<file path="src/rtl/subword_rmw_pkg.sv">
// Shared types and helpers for the sub-word load/store engine.
package subword_rmw_pkg;

  localparam logic [1:0] SZ_BYTE  = 2'd0;
  localparam logic [1:0] SZ_HALF  = 2'd1;
  localparam logic [1:0] SZ_WORD  = 2'd2;
  localparam logic [1:0] SZ_DWORD = 2'd3;

  typedef enum logic [1:0] {
    ST_IDLE = 2'd0,
    ST_RD   = 2'd1,
    ST_WR   = 2'd2,
    ST_RESP = 2'd3
  } state_t;

  // True when the access is wider than a memory word or not naturally aligned.
  function automatic logic access_err(input logic [7:0] addr_lo, input logic [1:0] size,
                                      input int lanes);
    logic [7:0] mask;
    mask = 8'((32'd1 << size) - 32'd1);
    return (int'(32'd1 << size) > lanes) || ((addr_lo & mask) != 8'd0);
  endfunction

endpackage

</file>
<file path="src/rtl/lane_merge.sv">
// Combinational lane logic: merges store bytes into an old word and
// extracts/extends the addressed field of that word for loads.
module lane_merge
  import subword_rmw_pkg::*;
#(
  parameter  int DATA_W = 32,
  localparam int LANES  = DATA_W / 8,
  localparam int OFS_W  = $clog2(LANES)
) (
  input  logic [DATA_W-1:0] old_word,
  input  logic [DATA_W-1:0] wdata,
  input  logic [OFS_W-1:0]  ofs,
  input  logic [1:0]        size,
  input  logic              sign_ext,
  output logic [DATA_W-1:0] merged,
  output logic [DATA_W-1:0] load_val
);

  int                nbytes;
  logic [OFS_W+2:0]  bit_ofs;
  logic [DATA_W-1:0] wshift;
  logic [DATA_W-1:0] rshift;
  logic              sign_bit;

  always_comb begin
    nbytes = LANES;
    case (size)
      SZ_BYTE:  nbytes = 1;
      SZ_HALF:  nbytes = 2;
      SZ_WORD:  nbytes = 4;
      SZ_DWORD: nbytes = 8;
    endcase
    if (nbytes > LANES) nbytes = LANES;

    bit_ofs = {ofs, 3'b000};
    wshift  = wdata << bit_ofs;
    rshift  = old_word >> bit_ofs;

    // Sign comes from the top bit of the field once it sits at bit 0.
    sign_bit = 1'b0;
    for (int i = 0; i < LANES; i++) begin
      if (i == nbytes - 1) sign_bit = rshift[8*i+7];
    end

    merged   = old_word;
    load_val = '0;
    for (int i = 0; i < LANES; i++) begin
      if (i >= int'(ofs) && i < int'(ofs) + nbytes) merged[8*i +: 8] = wshift[8*i +: 8];
      if (i < nbytes)    load_val[8*i +: 8] = rshift[8*i +: 8];
      else if (sign_ext) load_val[8*i +: 8] = {8{sign_bit}};
    end
  end

endmodule

</file>
<file path="src/rtl/subword_rmw.sv">
// Handshaked byte/half/word load-store unit in front of a word-wide memory
// without byte enables; sub-word stores are performed as read-modify-write.
module subword_rmw
  import subword_rmw_pkg::*;
#(
  parameter int DATA_W = 32,
  parameter int ADDR_W = 32
) (
  input  logic              clk,
  input  logic              rst_n,
  input  logic              req_valid,
  output logic              req_ready,
  input  logic              req_we,
  input  logic [1:0]        req_size,
  input  logic              req_signed,
  input  logic [ADDR_W-1:0] req_addr,
  input  logic [DATA_W-1:0] req_wdata,
  output logic              resp_valid,
  output logic              resp_err,
  output logic [DATA_W-1:0] resp_rdata,
  output logic [ADDR_W-1:0] mem_addr,
  output logic              mem_rd,
  output logic              mem_wr,
  output logic [DATA_W-1:0] mem_wdata,
  input  logic [DATA_W-1:0] mem_rdata,
  input  logic              mem_ack,
  output state_t            dbg_state
);

  localparam int LANES = DATA_W / 8;
  localparam int OFS_W = $clog2(LANES);

  // Handshake: a request transfers on a rising edge where req_valid and
  // req_ready are both 1; the response is the single cycle with resp_valid = 1
  // and has no back-pressure. Memory strobes hold until the mem_ack edge.

  state_t            state, state_nxt;
  logic              we_q;
  logic              signed_q;
  logic [1:0]        size_q;
  logic [OFS_W-1:0]  ofs_q;
  logic [ADDR_W-1:0] addr_q;
  logic [DATA_W-1:0] word_q;
  logic              err_q;
  logic [DATA_W-1:0] rdata_q;

  logic              req_err;
  logic              full_word;
  logic [DATA_W-1:0] merged;
  logic [DATA_W-1:0] load_val;

  assign req_err   = access_err(8'(req_addr[OFS_W-1:0]), req_size, LANES);
  assign full_word = ((32'd1 << req_size) == 32'(LANES));

  lane_merge #(.DATA_W(DATA_W)) u_lane_merge (
    .old_word (mem_rdata),
    .wdata    (word_q),
    .ofs      (ofs_q),
    .size     (size_q),
    .sign_ext (signed_q),
    .merged   (merged),
    .load_val (load_val)
  );

  always_ff @(posedge clk or negedge rst_n) begin
    if (!rst_n) state <= ST_IDLE;
    else        state <= state_nxt;
  end

  always_comb begin
    state_nxt = state;
    case (state)
      ST_IDLE: begin
        if (req_valid) begin
          if (req_err)                state_nxt = ST_RESP;
          else if (req_we && full_word) state_nxt = ST_WR;
          else                        state_nxt = ST_RD;
        end
      end
      ST_RD:   if (mem_ack) state_nxt = we_q ? ST_WR : ST_RESP;
      ST_WR:   if (mem_ack) state_nxt = ST_RESP;
      ST_RESP: state_nxt = ST_IDLE;
      default: state_nxt = ST_IDLE;
    endcase
  end

  // word_q carries the store data until the read returns, then the merged word.
  always_ff @(posedge clk or negedge rst_n) begin
    if (!rst_n) begin
      we_q     <= 1'b0;
      signed_q <= 1'b0;
      size_q   <= SZ_BYTE;
      ofs_q    <= '0;
      addr_q   <= '0;
      word_q   <= '0;
      err_q    <= 1'b0;
      rdata_q  <= '0;
    end else begin
      case (state)
        ST_IDLE: begin
          if (req_valid) begin
            we_q     <= req_we;
            signed_q <= req_signed;
            size_q   <= req_size;
            ofs_q    <= req_addr[OFS_W-1:0];
            addr_q   <= {req_addr[ADDR_W-1:OFS_W], {OFS_W{1'b0}}};
            word_q   <= req_wdata;
            err_q    <= req_err;
            rdata_q  <= '0;
          end
        end
        ST_RD: begin
          if (mem_ack) begin
            if (we_q) word_q  <= merged;
            else      rdata_q <= load_val;
          end
        end
        ST_RESP: begin
          err_q   <= 1'b0;
          rdata_q <= '0;
        end
        default: ;
      endcase
    end
  end

  assign req_ready  = rst_n && (state == ST_IDLE);
  assign mem_rd     = (state == ST_RD);
  assign mem_wr     = (state == ST_WR);
  assign resp_valid = (state == ST_RESP);
  assign resp_err   = err_q;
  assign resp_rdata = rdata_q;
  assign mem_addr   = addr_q;
  assign mem_wdata  = word_q;
  assign dbg_state  = state;

endmodule

</file>
<file path="config.mk">
export PLATFORM = sky130hd
export DESIGN_NAME = subword_rmw
export DESIGN_NICKNAME = d
export VERILOG_FILES = /design/src/rtl/subword_rmw_pkg.sv /design/src/rtl/lane_merge.sv /design/src/rtl/subword_rmw.sv
export SDC_FILE = /design/constraint.sdc
export NUM_CORES = 1
export LEC_CHECK = 0
export CAP_MARGIN = 20
export CORE_MARGIN = 3
export CORE_UTILIZATION = 45
export CTS_CLUSTER_SIZE = 24
export DETAILED_ROUTE_END_ITERATION = 12
export GPL_ROUTABILITY_DRIVEN = 0
export PLACE_DENSITY = 0.86
export SYNTH_ARGS = -nofsm -noshare
export SYNTH_HDL_FRONTEND = slang
export SYNTH_SLANG_ARGS = --single-unit
</file>
<file path="constraint.sdc">
create_clock -name clk -period 6.19 [get_ports clk]
set_clock_uncertainty 0.1 [all_clocks]
set_input_delay 1.238 -clock clk [delete_from_list [all_inputs] [get_ports clk]]
set_output_delay 1.238 -clock clk [all_outputs]
set_load 0.01 [all_outputs]
</file>
; Word-level counts from Yosys, hierarchy flattened
; Index checks and enable logic that the tools add are counted.
[op_classes]
bitwise_logic = 1
eq_ne = 15
addsub = 3
reduce_logical = 18
muxes = 32
shift = 3
magnitude_cmp = 13
[op_table]
columns = cell, count
row1 = $mux 32, 7
row2 = $lt 3x32->1 const A, 4
row3 = $pmux 32 s4, 1
row4 = $pmux 32 s3, 1
row5 = $mux 8, 9
row6 = $eq 3x32->1 const A, 2
row7 = $gt 32x4->1 const B, 2
row8 = $lt 1x32->1 const A, 2
row9 = $lt 2x32->1 const A, 2
row10 = $pmux 32 s2, 1
row11 = $add 3x32->32, 1
row12 = $eq 2x32->1 const A, 1
row13 = $eq 32x3->1 const B, 1
row14 = $logic_not 32->1, 1
row15 = $shl 1x2->32 const A, 1
row16 = $shl 32x5->32, 1
row17 = $shr 32x5->32, 1
row18 = $sub 32x2->32 const B, 1
row19 = $mux 2, 5
row20 = $and 2x8->8, 1
row21 = $eq 2x2->1 const B, 4
row22 = $pmux 2 s4, 1
row23 = $reduce_and 4->1, 2
row24 = $reduce_bool 8->1, 1
row25 = other kinds (15), 32
[totals]
in_bits = 104
out_inout_bits = 103
elab_cells = 94
regBits = 103

; Depth between registers and ports, before layout
; Gate-level depths: netlist (run 1).
[depth]
depth_word = 15
ltp_mapped = 12
mapped_depth_nobuf = 9

; By module
; Synthesis (run 1) repeated with hierarchy kept, for this count alone.
[hier_totals]
cells_unflattened = 637
hier_area_um2 = 6258.5
[modules_own_cells]
columns = mod, cells_each, seq_area_each_um2, area_per_inst_um2, n_inst
row1 = subword_rmw, 392, 2577.5, 4515.6, 1
row2 = lane_merge, 245, 0.0, 1742.9, 1

; Worst setup path before layout (run 1)
; OpenSTA, ideal clock, no wires.
[synth_path]
kind = register to register
startpoint = reg ofs_q[1]
endpoint = reg word_q[22], in the netlist mem_wdata[22]
synth_period_minus_slack_ns = 2.771
required_ns = 6.008
t_arrival_ns = 2.589
setup_time_ns = 0.082
path_buffers = 5
path_slack_ns = 3.419
path_stages_with_launch = 13
path_cell_list = dfrtp_1 > buf_2 > buf_1 > clkbuf_1 > xnor2_1 > ha_1 > and2_1 > clkbuf_1 > and2_1 > a211oi_4 > buf_4 > nor2_1 > a31oi_1
[synth_between]
elab_chain_cells = 7
word_cells_on_any_way = 9
classes_between = 1 x add/sub / 2 x order compare / 1 x shift / 4 x mux / 1 x reduce/logical
[synth_lines]
columns = item, line
row1 = from (decl), subword_rmw.sv:41  ; logic [OFS_W-1:0] ofs_q;
row2 = from (signal assigned), subword_rmw.sv:105  ; ofs_q <= req_addr[OFS_W-1:0];
row3 = $add 3x32->32, lane_merge.sv:48  ; if (i >= int'(ofs) && i < int'(ofs) + nbytes) merged[8*i +: 8] = wshift[8*i +: 8];
row4 = $lt 3x32->1, lane_merge.sv:48
row5 = $logic_and 1x1->1, lane_merge.sv:48
row6 = $mux 8 *, lane_merge.sv:48
row7 = $mux 32 *, subword_rmw.sv:114  ; if (we_q) word_q <= merged;
row8 = $mux 32 *, subword_rmw.sv:113  ; if (mem_ack) begin
row9 = $pmux 32 s2 *, subword_rmw.sv:99  ; case (state)
row10 = to (signal assigned), subword_rmw.sv:107  ; word_q <= req_wdata;
row11 = to (signal assigned), subword_rmw.sv:114
row12 = to (decl), subword_rmw.sv:43  ; logic [DATA_W-1:0] word_q;
; Mark *: on every way between the ends. The rest lies on a longest branch, timed or not. The select of a mux whose other input is x is not followed.
; A chain may end at the register's enable or synchronous reset.

; Worst setup path in the final report (run 1)
[layout_path]
startpoint = in rst_n
endpoint = out req_ready
[layout_between]
elab_chain_cells = 1
[layout_lines]
columns = item, line
row1 = from (decl), subword_rmw.sv:10  ; input logic rst_n,
row2 = $logic_and 1x1->1, subword_rmw.sv:127  ; assign req_ready = rst_n && (state == ST_IDLE);
row3 = to (decl), subword_rmw.sv:12  ; output logic req_ready,
; No other way between the ends.

==> results of run 1 <==
==> stage by stage <==
stage,cells,utilization (%),setup slack [ps]
2_1_floorplan,525,-,3419
4_1_cts,854,67.44,2482
6_report,854,67.44,2519
3_5_place_dp,838,64.89,2480
5_1_grt,854,67.44,2438
3_3_place_gp,838,64.89,2525
==> placed cells by master, fill, tap and decap left out, types with 2 or more instances in the layout <==
| master | n |
|---|---|
| o21ai_0 | 21 |
| mux2_1 | 8 |
| and2_1 | 3 |
| mux2_2 | 45 |
| inv_8 | 2 |
| nand2b_1 | 11 |
| buf_4 | 8 |
| o21ai_1 | 14 |
| dfrtp_1 | 102 |
| ha_1 | 6 |
| clkdlybuf4s50_1 | 203 |
| a221o_1 | 8 |
| a21oi_2 | 2 |
| nor2b_1 | 10 |
| mux2i_1 | 33 |
| clkbuf_16 | 9 |
| nand2_1 | 39 |
| a22o_1 | 9 |
| a21oi_1 | 32 |
| a22oi_1 | 9 |
| a211o_1 | 10 |
| o22ai_1 | 9 |
| nor2_1 | 32 |
| xnor2_1 | 2 |
| conb_1 | 2 |
| o22a_1 | 8 |
| nand3b_1 | 2 |
| a31oi_1 | 8 |
| inv_6 | 2 |
| nand4b_1 | 2 |
| a32oi_1 | 7 |
| inv_2 | 2 |
| o211ai_1 | 17 |
| inv_1 | 12 |
==> worst register-to-register path: cells and delay by family (launching register included) <==
kind	cells	cell delay, ps
compound gates	5	1420
fa+ha+maj	2	530
buf+inv	1	260
flops	1	660
simple gates	1	300
==> cell type report <==
type	count	area [um2]	area share, %
Clock buffer	9	225.2	2.852
Clock inverter	7	72.57	0.9189
Inverter	14	52.55	0.6654
Multi-Input combinational cell	367	2698	34.16
Sequential cell	103	2579	32.65
Tap cell	143	178.9	2.266
Timing Repair Buffer	211	2092	26.49
==> sequential cells by signal, summed over array words and instances (netlist names) <==
| register | count |
|---|---|
| mem_wdata | 32 |
| resp_rdata | 32 |
| mem_addr | 30 |
| dbg_state | 2 |
| ofs_q | 2 |
| size_q | 2 |
| resp_err | 1 |
| signed_q | 1 |
| we_q | 1 |
==> report_power, final <==
| part | total [W] | leakage (nW) | internal, W | switching, W |
|---|---|---|---|---|
| logic | 0.00259 | 1.89 | 0.00126 | 0.00134 |
| clock network | 0.000569 | 0.143 | 0.000286 | 0.000283 |
| registers | 0.00125 | 1.27 | 0.000994 | 0.000256 |
==> worst min path at each step <==
stage / depth (start not counted) / slack [ps] / start / end
detailed placement: 2 / 390 / resp_rdata[5] / resp_rdata[5]
floorplan: 1 / 420 / we_q / we_q
global route: 1 / 430 / mem_addr[23] / mem_addr[23]
CTS: 2 / 410 / resp_rdata[5] / resp_rdata[5]
finish: 2 / 400 / resp_rdata[5] / resp_rdata[5]
global placement: 1 / 390 / mem_addr[27] / mem_addr[27]
==> cell families (layout without fill, tap and decap cells) <==
| logic type | count (synthesis) | count (layout) | share of synthesized area, % |
|---|---|---|---|
| muxes | 87 | 87 | 17.07 |
| buffers and inverters | 55 | 241 | 4.426 |
| and+or+nand+nor | 106 | 106 | 9.306 |
| other | 1 | 2 | 0.06802 |
| adders and majority gates | 7 | 7 | 1.589 |
| xor gates and xnor gates | 2 | 2 | 0.3178 |
| AOI/OAI and AO/OA | 163 | 163 | 20.47 |
| DFF | 103 | 103 | 46.75 |
==> routing by layer <==
metal / share of wire, % / track usage, % / up-vias / routed length [um]
met5: 0 / 0 / - / 0
met3: 9.2 / 6.943 / 64 / 1639
met4: 3.9 / 11.39 / 0 / 701
li1: - / - / 2281 / -
met1: 37 / 32.61 / 2438 / 6673
met2: 49 / 42.70 / 288 / 8783
==> flow_summary.toml, run 1 <==
[outcome]
status = "completed"

[finish]
fillers = 882
fin_area_um2 = 7898
insertedDiodeCount = 0
area_delta_synth_final_pct = 43.26
drive_above_1_share_pct = 11.67
fin_nets = 817

[floorplan]
die-area_um2 = 13610
die_h_um = 116.7
start_util_pct = 47.07
core_um2 = 11710
rows = 39
dieWidth_um = 116.7
io_pins = 207

[timing]
max_freq_mhz = 272.4
rsz0062_at_grt = "no"
period_share_pct = 59.31
slew_headroom_pct = 39.24
period_minus_slack_ps = 3671
hold_viol = 0
hold_slack_ps = 404.8
setup_viol = 0
finalSetupTns_ps = 0
slew_viol_final = 0
tightest_slew_ps = 911.3

[clock_network]
cts.repair.resized = 0
path_clk_slew_ps = 80
post-cts-setup-buffers = 0
clk-insertion-delay-late_ps = 350
h-tree-depth = 3
cts_sinks = 103
ctsHoldBuffers = 0
cts_tree = "done"
root_buffer = "clkbuf_16"
clockBufferDepth = 2
cts_buffers = 9

[synth]
yosys-top-cells-area = "dfrtp_1 (47%), mux2_2 (9.2%), mux2i_1 (6.0%)"
yosysTopAreaCell = "dfrtp_1"
synth_ff_type = "dfrtp_1"
synth_cells = 524
ys_warn_count = 0
synth-edff-count = 0
synth_area_um2 = 5513
yosys.cell_count.top_type = "dfrtp_1"
async_flop_share_pct = 100.0
seq_area_frac_synth_pct = 46.75
synth_top_area_share_pct = 46.75
synth_cell_types = 50
synth-seq-cells = 103
synthTopCellsByCount = "dfrtp_1 (103), mux2_2 (45), nand2_1 (39)"
syn_avg_cell_area_um2 = 10.52

[setup_path]
setup.worst_path.end = "req_ready"
r2r-start = "size_q[1]"
r2r-end = "mem_wdata[26]"
regToRegSetupSlack_ps = 2810
cp-end-kind = "primary output"
cpPeakStageDelay_ps = 550
slowest_stage = "clkdlybuf4s50_1"
cp-startpoint = "rst_n"
reg2reg_depth = 9
path_class = "input port to primary output"
critPathTopFamily = "buffers and inverters"
cp.buffers_inverters = 2
cp.arrival_ps = 2330
cp_max_fo = 33
path_cells = "buf_4 -> and2_1 -> clkdlybuf4s50_1"
cp.depth = 3
cp.required_ps = 4850
startpoint_type = "input port"

[global_routing]
first_global_vias = 5218
overflow = 0
grt_max_degree = 73
antenna_found_initial = 0
globalRouteTotalUtil_pct = 26.11
grt_first_pass_wirelength_um = 27410

[placed_design]
dpl.hpwl_um = 13470
place.port_buffers = 204
post_dp_cell_area_um2 = 7600

[pwr]
p_per_area_nw_per_um2 = 558.8
max-vdd-ir-drop_mv = 0.4277
leakagePower_nw = 3.301
power_w = 0.004413

[routing]
wl_per_cell_um = 20.84
viasPerCell = 5.938
drc = 0
drt_iter0_markers = 473
ant_nets = 0
drt-pass1-iter-count = 5
wl_um = 17800
vias = 5071

[min_path]
hold_class = "flop to flop"

[flow_run]
maxCapViolCount = 0
No activity file was read; power rests on OpenSTA's default activity.
==> run 2: changes to the inputs <==
==> constraint.sdc (replaced) <==
create_clock -name clk -period 3.8 [get_ports clk]
set_clock_uncertainty 0.1 [all_clocks]
set_input_delay 0.76 -clock clk [delete_from_list [all_inputs] [get_ports clk]]
set_output_delay 0.76 -clock clk [all_outputs]
set_load 0.01 [all_outputs]
==> run 2 against run 1 <==
Against the previous run: routed wire length up 0.14%; total power is 65% higher; global-route usage fell by 0.16 points; register-to-register slack worse by 2200 ps; critical path depth is 5 higher; hold slack got worse by 27 ps; non-clock buffer count is 3 higher; largest power group unchanged.
==> flow_summary.toml, run 2 (same netlist as run 1, synthesis figures left out) <==
[routing]
wl_per_cell_um = 20.80
drt-pass1-iter-count = 5
viasPerCell = 5.967
drt_iter0_markers = 588
wl_um = 17820
ant_nets = 0
drc = 0
vias = 5114

[clock_network]
clockBufferDepth = 2
clk-insertion-delay-late_ps = 350
root_buffer = "clkbuf_16"
cts_sinks = 103
h-tree-depth = 3
cts_buffers = 9
ctsHoldBuffers = 0
cts_tree = "done"
post-cts-setup-buffers = 0
cts.repair.resized = 0
path_clk_slew_ps = 80

[global_routing]
globalRouteTotalUtil_pct = 25.94
antenna_found_initial = 0
grt_max_degree = 64
first_global_vias = 5070
overflow = 0
grt_first_pass_wirelength_um = 27250

[setup_path]
cpPeakStageDelay_ps = 520
critPathTopFamily = "compound AO/OA/AOI/OAI gates"
reg2reg_depth = 8
path_cells = "nor2_1 -> ha_1 -> ha_1 -> a31oi_2 -> buf_4 -> a21oi_2 -> o21ai_0 -> o22a_1"
r2r-end = "mem_wdata[25]"
startpoint_type = "flop"
cp.buffers_inverters = 1
path_class = "flop to flop"
cp.arrival_ps = 3320
cp.depth = 8
crit_top_cell = "ha_1"
r2r-start = "size_q[0]"
cp.required_ps = 3940
regToRegSetupSlack_ps = 630
cp_max_fo = 21
slowest_stage = "nor2_1"
cp-end-kind = "flop"

[finish]
seq_area_um2 = 2579
drive_above_1_share_pct = 12.04
insertedDiodeCount = 0
fin_nets = 820
final_common_cell = "clkdlybuf4s50_1"
fin_area_um2 = 7948
fin_util_pct = 67.86
fillers = 839
final_cell_mix = "clkdlybuf4s50_1 (203), dfrtp_1 (102), mux2_2 (45), nand2_1 (39), mux2i_1 (33)"
area_delta_synth_final_pct = 44.17
multi_input_area_um2 = 2698

[timing]
slew_headroom_pct = 45.64
setup_viol = 0
hold_viol = 0
period_share_pct = 83.55
rsz0062_at_grt = "no"
tightest_slew_ps = 815.4
slew_viol_final = 0
period_minus_slack_ps = 3175
finalSetupTns_ps = 0
max_freq_mhz = 315.0

[pwr]
p_per_area_nw_per_um2 = 916.3
leakagePower_nw = 3.331
max-vdd-ir-drop_mv = 0.4834

[min_path]
hold_class = "input port to async pin"

[floorplan]
io_pins = 207
die_h_um = 116.7
core_um2 = 11710
start_util_pct = 47.07
rows = 39
die-area_um2 = 13610
dieWidth_um = 116.7

[placed_design]
post_dp_cell_area_um2 = 7622
place.port_buffers = 204
dpl.hpwl_um = 13560

[flow_run]
maxCapViolCount = 0

[outcome]
status = "completed"
[run 2: cell types whose count changed in the layout (fill, tap and decap cells not counted)]
| cell | change |
|---|---|
| clkinvlp_4 | -1 |
| bufinv_16 | +1 |
| inv_6 | -1 |
| clkbuf_8 | +1 |
| buf_4 | +3 |
[run 2: layout make-up]
cell class / count / area share, %
inverter: 14 / 0.6612
timing repair buffer: 214 / 26.61
clock buffer: 10 / 3.007
sequential: 103 / 32.45
clock inverter: 6 / 1.086
tap: 143 / 2.251
multi-input combinational: 367 / 33.94
[run 2: power breakdown]
group	leakage (nW)	internal, W	switching, W	total (W)
Sequential	1.27	0.00162	0.000402	0.00202
Clock	0.160	0.000548	0.000457	0.00101
Combinational	1.91	0.00207	0.00219	0.00426
Total	3.33	0.00424	0.00304	0.00728
[run 2: per-stage QoR]
step                power [W]  cells  hold WS [ps]  setup slack (ps)
finish               0.007283    857         378.0             625.1
global route         0.007728    857         418.8             476.6
CTS                  0.007251    857         403.5             706.1
detailed placement   0.006233    841         389.3             715.3
global placement     0.006070    841         386.8             945.0
floorplan            0.004498    525         364.4              1029
[run 2: how the worst max path moves through the flow]
stage,from,end,slack [ps]
2_1_floorplan,ofs_q[1],mem_wdata[22],1030
3_3_place_gp,mem_rdata[31],resp_rdata[23],940
3_5_place_dp,size_q[0],mem_wdata[25],720
4_1_cts,size_q[0],mem_wdata[25],710
5_1_grt,size_q[0],mem_wdata[25],480
6_report,size_q[0],mem_wdata[25],630
[run 2: worst register-to-register path, stage by stage (launching register included)]
cell	delay, ps
dfrtp_1	460
nor2_1	520
ha_1	290
ha_1	220
a31oi_2	230
buf_4	280
a21oi_2	510
o21ai_0	240
o22a_1	220
[run 2: metal layers]
metal | track usage [%] | up-vias | share of wire (%)
li1 | - | 2292 | -
met3 | 6.373 | 40 | 9.1
met4 | 7.722 | 0 | 2.4
met2 | 44.03 | 291 | 49
met5 | 0 | - | 0
met1 | 32.91 | 2491 | 39
==> run 3: changes to the inputs <==
--- a/config.mk
+++ b/config.mk
@@ -7,11 +7,11 @@
 export LEC_CHECK = 0
 export CAP_MARGIN = 20
 export CORE_MARGIN = 3
-export CORE_UTILIZATION = 45
+export CORE_UTILIZATION = 41
 export CTS_CLUSTER_SIZE = 24
 export DETAILED_ROUTE_END_ITERATION = 12
 export GPL_ROUTABILITY_DRIVEN = 0
-export PLACE_DENSITY = 0.86
+export PLACE_DENSITY = 0.83
 export SYNTH_ARGS = -nofsm -noshare
 export SYNTH_HDL_FRONTEND = slang
 export SYNTH_SLANG_ARGS = --single-unit
==> constraint.sdc (replaced) <==
create_clock -name clk -period 2.8 [get_ports clk]
set_clock_uncertainty 0.1 [all_clocks]
set_input_delay 0.56 -clock clk [delete_from_list [all_inputs] [get_ports clk]]
set_output_delay 0.56 -clock clk [all_outputs]
set_load 0.01 [all_outputs]
==> run 3 against run 2 <==
Against the previous run: die area rose by 9.2%; count of clock-buffer cells in the layout did not move; sequential cell count did not move; worst setup slack got worse by 440 ps; sequential power rose by 36%; critical endpoint is now req_ready; largest power group unchanged.
==> flow_summary.toml, run 3 (same netlist as run 1, synthesis figures left out) <==
[outcome]
status = "completed"

[placed_design]
place.port_buffers = 204
post_dp_cell_area_um2 = 7719
post-place-ws_ps = 103.3
dpl.hpwl_um = 13750

[pwr]
p_per_area_nw_per_um2 = 1235
leakagePower_nw = 3.362
internal_power_w = 0.005818
seq_power_share_pct = 27.6
power_w = 0.009929
clkPwrFrac_pct = 13.5
comb_power_share_pct = 58.9
power.switching_w = 0.004111
swShare_pct = 41.40
max-vdd-ir-drop_mv = 0.7490

[timing]
hold_slack_ps = 256.4
max_freq_mhz = 382.3
fin_ws_ps = 183.9
finalSetupTns_ps = 0
tightest_slew_ps = 710.6
hold_viol = 0
slew_headroom_pct = 52.63
period_share_pct = 93.43
setup_viol = 0
rsz0062_at_grt = "no"
slew_viol_final = 0
period_minus_slack_ps = 2616

[routing]
vias = 5108
drt_iter0_markers = 407
drc = 0
drt-pass1-iter-count = 6
ant_nets = 0
wl_um = 17920
wl_per_cell_um = 20.04
viasPerCell = 5.714

[clock_network]
cts_buffers = 9
cts_tree = "done"
clk-insertion-delay-late_ps = 360
post-cts-setup-buffers = 0
path_clk_slew_ps = 70
root_buffer = "clkbuf_16"
clockBufferDepth = 2
cts_sinks = 103
h-tree-depth = 3

[finish]
fillers = 1023
seq_area_um2 = 2579
fin_nets = 828
drive_above_1_share_pct = 13.16
area_delta_synth_final_pct = 45.85
fin_area_um2 = 8040
multi_input_area_um2 = 2700
final_common_cell = "clkdlybuf4s50_1"
insertedDiodeCount = 0
final_cell_mix = "clkdlybuf4s50_1 (203), dfrtp_1 (102), mux2_2 (45), nand2_1 (39), mux2i_1 (33)"

[setup_path]
cpPeakStageDelay_ps = 570
cp-end-kind = "primary output"
startpoint_type = "flop"
cp.arrival_ps = 1960
cp.required_ps = 2140
path_cells = "inv_1 -> ha_2 -> and2_1 -> clkdlybuf4s50_1"
path_class = "flop to primary output"
slowest_stage = "clkdlybuf4s50_1"
cp_max_fo = 11

[floorplan]
dieWidth_um = 122.0
die-area_um2 = 14870
rows = 41
io_pins = 207
core_um2 = 12880
die_h_um = 122.0
start_util_pct = 42.81

[global_routing]
use_met3_pct = 7.010
grt_first_pass_wirelength_um = 27430
overflow = 0
first_global_vias = 5122
globalRouteTotalUtil_pct = 24.13
use_met1_pct = 29.87
grt_max_degree = 58
antenna_found_initial = 0
use_met2_pct = 39.23
grt.busiest_layer = "met2"

[min_path]
hold_class = "input port to async pin"

[flow_run]
maxCapViolCount = 0
==> run 3: final cells by class <==
class | instances | share of cell area [%]
tap | 172 | 2.677
timing repair buffer | 222 | 27.05
clock inverter | 6 | 0.9960
clock buffer | 10 | 2.972
sequential | 103 | 32.07
multi-input combinational | 367 | 33.58
inverter | 14 | 0.6536
==> run 3: path summary, 6_finish.rpt <==
path                       cells after the start  slack (ps)           from              to
setup / recovery                               4         180   dbg_state[1]       req_ready
max in group asynchronous                      2        1790          rst_n        ofs_q[0]
hold reg to reg                                2         400  resp_rdata[2]   resp_rdata[2]
min in group clk                               2         400  resp_rdata[2]   resp_rdata[2]
setup reg to reg                               9         210      size_q[0]   mem_wdata[23]
hold / removal                                 2         260          rst_n  resp_rdata[14]
==> run 3: repair_timing <==
action / 4_1_cts / 5_1_grt
hold buffers: 0 / 0
gates resized for setup: 0 / 1
endpoints found under the setup margin: 0 / 1
==> run 3: through the flow <==
stage	instances	utilization, %
floorplan	525	-
global placement	878	59.95
detailed placement	878	59.95
CTS	894	62.42
global route	894	62.44
finish	894	62.44
==> run 3: metal layers <==
| layer | wire length, um | vias up |
|---|---|---|
| met3 | 1631 | 55 |
| met4 | 624 | 0 |
| li1 | - | 2312 |
| met5 | 0 | - |
| met1 | 7035 | 2471 |
| met2 | 8627 | 270 |
==> run 3: worst max-delay path, delay by kind of cell (launching register included) <==
| family | cells | cell delay [ps] |
|---|---|---|
| DFF | 1 | 440 |
| adders and majority gates | 1 | 290 |
| buffers and inverters | 2 | 680 |
| and+or+nand+nor | 1 | 180 |
==> run 3: power groups by stage <==
stage	Combinational (W)	Sequential, W	Clock (W)
5_1_grt	0.00629	0.00283	0.00142
2_1_floorplan	0.00318	0.00293	0
4_1_cts	0.00582	0.00274	0.00136
3_3_place_gp	0.00562	0.00271	0
6_report	0.00585	0.00274	0.00134
3_5_place_dp	0.00578	0.00277	0
